### src/rtl/ps2_pkg.sv
// Shared PS/2 receiver definitions: scan-code prefixes, frame length, the
// receiver FSM state type, game-control key codes and a parity helper.
package ps2_pkg;

    localparam logic [7:0]  PS2_EXT_PREFIX = 8'hE0;
    localparam logic [7:0]  PS2_BRK_PREFIX = 8'hF0;
    localparam int unsigned PS2_FRAME_BITS = 11;

    typedef enum logic [1:0] {
        IDLE,
        RX,
        CHECK
    } ps2_rx_state_t;

    // Set-2 scan codes used by the game-control decoders
    localparam logic [7:0] KEY_SPACE = 8'h29;
    localparam logic [7:0] KEY_ENTER = 8'h5A;
    localparam logic [7:0] KEY_W     = 8'h1D;
    localparam logic [7:0] KEY_A     = 8'h1C;
    localparam logic [7:0] KEY_S     = 8'h1B;
    localparam logic [7:0] KEY_D     = 8'h23;
    localparam logic [7:0] KEY_UP    = 8'h75;  // E0-prefixed
    localparam logic [7:0] KEY_DOWN  = 8'h72;  // E0-prefixed
    localparam logic [7:0] KEY_LEFT  = 8'h6B;  // E0-prefixed
    localparam logic [7:0] KEY_RIGHT = 8'h74;  // E0-prefixed

    // Data bits plus parity bit must hold an odd number of ones
    function automatic logic odd_parity_ok(input logic [8:0] bits);
        return ^bits;
    endfunction

endpackage

### src/rtl/ps2_sync_edge.sv
// Synchronizes the asynchronous PS/2 clock and data lines into clk and
// flags falling edges of the synchronized PS/2 clock.
// Ports:
//   clk, rst  : system clock, async active-high reset
//   ps2_clk   : raw keyboard clock
//   ps2_data  : raw keyboard data
//   data_s    : synchronized data line
//   fall      : high for one clk cycle per PS/2 clock falling edge
module ps2_sync_edge
    import ps2_pkg::*;
#(
    parameter int unsigned SYNC_STAGES = 2
) (
    input  logic clk,
    input  logic rst,
    input  logic ps2_clk,
    input  logic ps2_data,
    output logic data_s,
    output logic fall
);

    logic [SYNC_STAGES-1:0] clk_sync_q;
    logic [SYNC_STAGES-1:0] data_sync_q;
    logic                   clk_prev_q;

    // Reset to the idle-high bus level so leaving reset never looks like an edge
    always_ff @(posedge clk or posedge rst) begin
        if (rst) begin
            clk_sync_q  <= '1;
            data_sync_q <= '1;
            clk_prev_q  <= 1'b1;
        end else begin
            clk_sync_q  <= {clk_sync_q[SYNC_STAGES-2:0], ps2_clk};
            data_sync_q <= {data_sync_q[SYNC_STAGES-2:0], ps2_data};
            clk_prev_q  <= clk_sync_q[SYNC_STAGES-1];
        end
    end

    assign data_s = data_sync_q[SYNC_STAGES-1];
    assign fall   = clk_prev_q & ~clk_sync_q[SYNC_STAGES-1];

endmodule

### src/rtl/ps2_keyboard_rx.sv
// PS/2 keyboard receiver: deserializes 11-bit frames, strips E0/F0 prefixes
// and presents one held key event per complete scan sequence.
// Build option: define PS2_PARITY_CHECK_EN to reject frames with bad odd
// parity; otherwise the parity bit is sampled but ignored.
// Ports:
//   clk, rst           : system clock, async active-high reset
//   ps2_clk, ps2_data  : raw keyboard lines (asynchronous)
//   keycode            : last decoded scan code, prefixes removed (held)
//   make               : 1 = press, 0 = release (held)
//   ext                : 1 = code was E0-prefixed (held)
//   key_valid          : one-cycle strobe when keycode/make/ext update
//   frame_err          : one-cycle strobe on bad start/stop/parity or timeout
module ps2_keyboard_rx
    import ps2_pkg::*;
#(
    parameter int unsigned SYNC_STAGES    = 2,
    parameter int unsigned TIMEOUT_CYCLES = 50000,
    parameter int unsigned TO_W           = 16
) (
    input  logic       clk,
    input  logic       rst,
    input  logic       ps2_clk,
    input  logic       ps2_data,
    output logic [7:0] keycode,
    output logic       make,
    output logic       ext,
    output logic       key_valid,
    output logic       frame_err
);

    localparam int unsigned BITCNT_W = 4;
    localparam logic [BITCNT_W-1:0] STOP_IDX = BITCNT_W'(PS2_FRAME_BITS - 1);
    localparam logic [TO_W-1:0]     TO_LAST  = TO_W'(TIMEOUT_CYCLES - 1);

    logic data_s;
    logic fall;

    ps2_rx_state_t                state_q;
    logic [BITCNT_W-1:0]          bitcnt_q;
    logic [PS2_FRAME_BITS-1:0]    shift_q;
    logic [TO_W-1:0]              to_q;
    logic                         ext_pend_q;
    logic                         brk_pend_q;
    logic [7:0]                   keycode_q;
    logic                         make_q;
    logic                         ext_q;
    logic                         key_valid_q;
    logic                         frame_err_q;

    logic [PS2_FRAME_BITS-1:0]    shift_d;
    logic [7:0]                   byte_c;
    logic                         parity_ok_c;
    logic                         frame_ok_c;

    ps2_sync_edge #(
        .SYNC_STAGES (SYNC_STAGES)
    ) u_sync (
        .clk      (clk),
        .rst      (rst),
        .ps2_clk  (ps2_clk),
        .ps2_data (ps2_data),
        .data_s   (data_s),
        .fall     (fall)
    );

    // LSB-first: new bit enters at the top, so after 11 bits
    // [0]=start, [8:1]=data, [9]=parity, [10]=stop
    assign shift_d = {data_s, shift_q[PS2_FRAME_BITS-1:1]};
    assign byte_c  = shift_q[8:1];

`ifdef PS2_PARITY_CHECK_EN
    assign parity_ok_c = odd_parity_ok(shift_q[9:1]);
`else
    assign parity_ok_c = 1'b1;
`endif

    assign frame_ok_c = ~shift_q[0] & shift_q[10] & parity_ok_c;

    // Receiver FSM, prefix tracking and registered event outputs
    always_ff @(posedge clk or posedge rst) begin
        if (rst) begin
            state_q     <= IDLE;
            bitcnt_q    <= '0;
            shift_q     <= '0;
            to_q        <= '0;
            ext_pend_q  <= 1'b0;
            brk_pend_q  <= 1'b0;
            keycode_q   <= 8'h00;
            make_q      <= 1'b0;
            ext_q       <= 1'b0;
            key_valid_q <= 1'b0;
            frame_err_q <= 1'b0;
        end else begin
            key_valid_q <= 1'b0;
            frame_err_q <= 1'b0;
            case (state_q)
                IDLE: begin
                    to_q <= '0;
                    // Only a low start bit opens a frame
                    if (fall && !data_s) begin
                        shift_q  <= shift_d;
                        bitcnt_q <= BITCNT_W'(1);
                        state_q  <= RX;
                    end
                end
                RX: begin
                    if (fall) begin
                        shift_q <= shift_d;
                        to_q    <= '0;
                        if (bitcnt_q == STOP_IDX) begin
                            state_q <= CHECK;
                        end else begin
                            bitcnt_q <= bitcnt_q + BITCNT_W'(1);
                        end
                    end else if (to_q == TO_LAST) begin
                        // Keyboard stalled mid-frame: abort and drop any prefix
                        state_q     <= IDLE;
                        to_q        <= '0;
                        frame_err_q <= 1'b1;
                        ext_pend_q  <= 1'b0;
                        brk_pend_q  <= 1'b0;
                    end else begin
                        to_q <= to_q + TO_W'(1);
                    end
                end
                CHECK: begin
                    state_q <= IDLE;
                    to_q    <= '0;
                    if (!frame_ok_c) begin
                        frame_err_q <= 1'b1;
                        ext_pend_q  <= 1'b0;
                        brk_pend_q  <= 1'b0;
                    end else if (byte_c == PS2_EXT_PREFIX) begin
                        ext_pend_q <= 1'b1;
                    end else if (byte_c == PS2_BRK_PREFIX) begin
                        brk_pend_q <= 1'b1;
                    end else begin
                        keycode_q   <= byte_c;
                        make_q      <= ~brk_pend_q;
                        ext_q       <= ext_pend_q;
                        key_valid_q <= 1'b1;
                        ext_pend_q  <= 1'b0;
                        brk_pend_q  <= 1'b0;
                    end
                end
                default: state_q <= IDLE;
            endcase
        end
    end

    assign keycode   = keycode_q;
    assign make      = make_q;
    assign ext       = ext_q;
    assign key_valid = key_valid_q;
    assign frame_err = frame_err_q;

endmodule

### config.mk
export PLATFORM = sky130hd
export DESIGN_NAME = ps2_keyboard_rx
export DESIGN_NICKNAME = d
export VERILOG_FILES = /design/src/rtl/ps2_pkg.sv /design/src/rtl/ps2_sync_edge.sv /design/src/rtl/ps2_keyboard_rx.sv
export SDC_FILE = /design/constraint.sdc
export NUM_CORES = 1
export LEC_CHECK = 0
export CORE_MARGIN = 10
export CORE_UTILIZATION = 52
export DETAILED_ROUTE_END_ITERATION = 10
export PLACE_DENSITY = 0.74
export SYNTH_ARGS = -nofsm -noshare
export SYNTH_HDL_FRONTEND = slang
export SYNTH_HIERARCHICAL = 1
export SYNTH_SLANG_ARGS = --single-unit
export TNS_END_PERCENT = 10
### constraint.sdc
create_clock -name clk -period 1.9 [get_ports clk]
set_input_delay 0.57 -clock clk [delete_from_list [all_inputs] [get_ports clk]]
set_output_delay 0.57 -clock clk [all_outputs]
set_load 0.01 [all_outputs]
==> reports/qor.json <==
{
  "crit_path_max_incr_delay": {"value": 0.55, "unit": "ns"},
  "cts_made_buffers": {"value": 5},
  "crit_arrival": {"value": 1.23, "unit": "ns"},
  "timing.max_slew.rel_slack": {"value": 67.8, "unit": "%"},
  "syn_area_per_cell": {"value": 12.0, "unit": "um2"},
  "non_filler_cells_final": {"value": 286},
  "postRouteWirelength": {"value": 4.28, "unit": "mm"},
  "p_per_area": {"value": 1210, "unit": "nW/um2"},
  "drt-pass1-iter-count": {"value": 4},
  "ys_async_sr_fraction": {"value": 100, "unit": "%"},
  "placement.io_buffers": {"value": 15},
  "syn-cell-area": {"value": 2450, "unit": "um2"},
  "netSwitchingFraction": {"value": 33.8, "unit": "%"},
  "synth.lib_cells_used.distinct": {"value": 47},
  "mappedNetlistNets": {"value": 216},
  "relative_contribution_of_the_clock_network_to_total_power": {"value": 18.6, "unit": "%"},
  "number_of_instances_in_the_synthesized_netlist": {"value": 205},
  "fmaxAchievable": {"value": 556, "unit": "MHz"},
  "cts_root_buffer": {"value": "clkbuf_8"},
  "critical_path_peak_fanout": {"value": 2},
  "synth_seq_area_share": {"value": 53.3, "unit": "%"},
  "initial_core_util": {"value": 54.8, "unit": "%"},
  "num_antenna_cells": {"value": 0},
  "power.net_switching": {"value": 0.00115, "unit": "W"},
  "register_bit_count_reported_by_yosys": {"value": 52},
  "drc_markers": {"value": 0},
  "clk_path_buf_depth": {"value": 2},
  "fin_nets": {"value": 244},
  "grt_overflow": {"value": 0},
  "num_vias": {"value": 1566},
  "design.die.area": {"value": 7860, "unit": "um2"},
  "share_comb_of_total_power": {"value": 35.6, "unit": "%"},
  "first_iter_violations": {"value": 61},
  "worst_pin_slew": {"value": 0.480, "unit": "ns"},
  "final-max-slew-violation-count": {"value": 0},
  "min_period": {"value": 1.80, "unit": "ns"},
  "place_hpwl": {"value": 3.12, "unit": "mm"},
  "layout.filler_cells": {"value": 343},
  "final_min_period_over_clock_period": {"value": 94.6, "unit": "%"},
  "critical_path.n_buffers_inverters": {"value": 1},
  "muxShareOfSynthArea": {"value": 9.59, "unit": "%"},
  "htreeDepth": {"value": 2},
  "die_y": {"value": 88.7, "unit": "um"},
  "worstSetupStartpointType": {"value": "register"},
  "pin_count_of_the_biggest_net_entering_global_routing": {"value": 48},
  "dominant_synthesized_flop_cell": {"value": "dfrtp_1"},
  "groute.usage.overall": {"value": 11.8, "unit": "%"},
  "post_drt_via_cell_ratio": {"value": 5.48},
  "clk-insertion-delay-late": {"value": 0.31, "unit": "ns"},
  "worst_ir_drop_vdd": {"value": 794, "unit": "uV"},
  "setup_viol": {"value": 0},
  "max_cap_violations": {"value": 0},
  "critical-path-top-delay-family": {"value": "buffers and inverters"},
  "design.core.area": {"value": 4470, "unit": "um2"},
  "yosys.area_share.simple": {"value": 19.7, "unit": "%"},
  "placed_cells": {"value": 278},
  "leakage": {"value": 1.33, "unit": "nW"},
  "criticalPathCategory": {"value": "reg2out"},
  "clkSlewWorstSetupHoldPaths": {"value": 0.10, "unit": "ns"},
  "rows": {"value": 24},
  "grt_setup_unrepaired": {"value": "false"},
  "status": {"value": "finished, final reports clean"},
  "gp_congestion": {"value": 0.782},
  "routedWlPerCell": {"value": 15.0, "unit": "um"},
  "slowest_stage": {"value": "clkdlybuf4s50_1"},
  "grt_pass1_vias": {"value": 1636},
  "end_kind": {"value": "output pin"},
  "synth.yosys.warnings": {"value": 6},
  "clock-sinks": {"value": 52},
  "synth_top_family_by_area": {"value": "simple AND/OR/NAND/NOR gates"},
  "crit_chain": {"value": "clkdlybuf4s50_1"},
  "worst_hold_path_type": {"value": "reg2reg"},
  "fin_worst_skew": {"value": 0.0155, "unit": "ns"},
  "edff_count_synth": {"value": 0},
  "tns": {"value": 0, "unit": "ns"},
  "required": {"value": 1.33, "unit": "ns"},
  "grt_first_pass_wirelength": {"value": 7.38, "unit": "mm"},
  "io_pins": {"value": 16},
  "p_seq_share": {"value": 45.8, "unit": "%"},
  "ant_nets": {"value": 0},
  "die_width": {"value": 88.7, "unit": "um"},
  "number_of_antenna_violations_at_the_first_check_in_global_routing": {"value": 0},
  "layout-drive-gt1-share": {"value": 24.8, "unit": "%"},
  "power.internal": {"value": 0.00226, "unit": "W"},
  "clock_tree_from_tritoncts": {"value": "done"},
  "syn_to_layout_area_delta": {"value": 15.4, "unit": "%"},
  "yosys.area_share.xor_xnor": {"value": 4.29, "unit": "%"},
  "arithmetic_cell_share_of_the_synthesized_area_counting_full_adders_half_adders_and_majority_gates": {"value": 3.57, "unit": "%"},
  "finalHoldViolCount": {"value": 0},
  "synth-compound-area-share": {"value": 7.14, "unit": "%"},
  "total_setup_buffers_inserted_after_cts": {"value": 0}
}
worst paths after layout:
path	slack, ns	cells after the start	end	startpoint
min in group asynchronous	0.63	3	shift_q[2]$_DFFE_PP0P_	rst
worst max register to register	0.12	5	state_q[0]$_DFFE_PP0P_	u_sync/clk_prev_q$_DFF_PP1_
worst min-delay path	0.36	0	u_sync/data_sync_q[1]$_DFF_PP1_	u_sync/data_sync_q[0]$_DFF_PP1_
worst max-delay path	0.10	1	keycode[5]	keycode[5]$_DFFE_PP0P_
max in group asynchronous	1.04	3	state_q[0]$_DFFE_PP0P_	rst
worst min register to register	0.36	0	u_sync/data_sync_q[1]$_DFF_PP1_	u_sync/data_sync_q[0]$_DFF_PP1_
power by group through the flow:
stage               sequential (W)  combinational (W)  clock [W]
floorplan                  0.00156           0.000767          0
global placement           0.00157            0.00119          0
detailed placement         0.00158            0.00122          0
CTS                        0.00156            0.00123   0.000655
global route               0.00160            0.00134   0.000706
finish                     0.00156            0.00122   0.000636
kinds of logic (layout without fill, tap and decap cells):
kind of cell,count (synthesis),after routing
multiplexers,21,21
XOR/XNOR,12,12
adder cells (fa/ha/maj),7,7
flip-flops,52,52
AND/OR/NAND/NOR,73,73
AO/OA/AOI/OAI,28,28
buffers and inverters,12,41
area by class of cell:
| class | instances | area (um2) | area share [%] |
|---|---|---|---|
| Clock inverter | 3 | 21.3 | 0.752 |
| Timing Repair Buffer | 24 | 243 | 8.58 |
| Clock buffer | 5 | 68.8 | 2.43 |
| Multi-Input combinational cell | 141 | 1090 | 38.5 |
| Tap cell | 52 | 65.1 | 2.30 |
| Sequential cell | 52 | 1310 | 46.2 |
| Inverter | 9 | 33.8 | 1.19 |
routing by layer:
layer  track usage, %  vias up  part of all wire [%]
met5                0        -                     0
met4             5.58        0                   1.9
li1                 -      780                     -
met2             19.0       19                    48
met3             3.49        9                   3.5
met1             14.2      758                    47
Yosys cell counts (all sizes together) (2+ instances only):
library cell | instances | share of area (%)
dfrtp | 47 | 48
mux2 | 20 | 9.2
nor2 | 15 | 2.3
nand2 | 11 | 1.7
o21ai | 10 | 2.2
a21oi | 9 | 2.0
inv | 9 | 1.4
ha | 7 | 3.6
xnor2 | 7 | 2.5
nand3 | 6 | 1.2
or3 | 6 | 1.5
dfstp | 5 | 5.4
nand4 | 5 | 1.8
xor2 | 5 | 1.8
and2b | 4 | 1.3
and3 | 4 | 1.1
buf | 3 | 0.97
nand2b | 3 | 0.77
nor2b | 3 | 1.1
nor3 | 3 | 0.61
and4bb | 2 | 1.0
nand3b | 2 | 0.61
nand4b | 2 | 1.3
o211ai | 2 | 0.61
o2bb2ai | 2 | 0.71
through the flow:
| stage | setup slack, ns | total power (W) | utilization, % | hold slack, ns | cell area (um2) |
|---|---|---|---|---|---|
| 3_3_place_gp | 0.190 | 0.00276 | 61.2 | 0.346 | 2740 |
| 4_1_cts | 0.0887 | 0.00344 | 63.2 | 0.361 | 2830 |
| 2_1_floorplan | 0.145 | 0.00232 | - | 0.345 | 2450 |
| 5_1_grt | 0.00692 | 0.00364 | 63.2 | 0.370 | 2830 |
| 3_5_place_dp | 0.140 | 0.00281 | 61.2 | 0.347 | 2740 |
| 6_report | 0.102 | 0.00341 | 63.2 | 0.360 | 2830 |
registers in the layout, summed over array words and instances (netlist names):
register and cells:
u_sync/clk_sync_q 2, bitcnt_q 4, keycode 8, state_q 2
ext 1, make 1, u_sync/data_sync_q 2, to_q 16
ext_pend_q 1, u_sync/clk_prev_q 1, shift_q 11, frame_err 1
brk_pend_q 1, key_valid 1
cells in the final DEF, fill, tap and decap left out, types with 2 or more instances in the layout:
cell / netlist / final
a21oi_1: 8 / 8
and2b_1: 2 / 2
and2b_2: 2 / 2
and3_1: 3 / 3
and4bb_2: 2 / 2
buf_12: 0 / 2
buf_4: 1 / 7
clkbuf_8: 0 / 5
clkdlybuf4s50_1: 0 / 15
dfrtp_1: 47 / 47
dfstp_2: 5 / 5
ha_1: 7 / 6
inv_1: 9 / 8
mux2_2: 20 / 20
nand2_1: 11 / 11
nand2b_1: 3 / 3
nand3_1: 6 / 6
nand3b_1: 2 / 2
nand4_1: 3 / 3
nand4_2: 2 / 2
nor2_1: 15 / 15
nor2b_1: 2 / 2
nor3_1: 3 / 3
o211ai_1: 2 / 2
o21ai_0: 9 / 9
o2bb2ai_1: 2 / 2
or3_1: 6 / 6
xnor2_1: 7 / 7
xor2_1: 5 / 5
what timing repair did:
| item | 4_1_cts | 5_1_grt |
|---|---|---|
| hold buffers | 0 | 0 |
| endpoints found under the setup margin | 0 | 1 |
| resized for setup | 0 | 1 |
No activity file was read; power rests on OpenSTA's default activity.
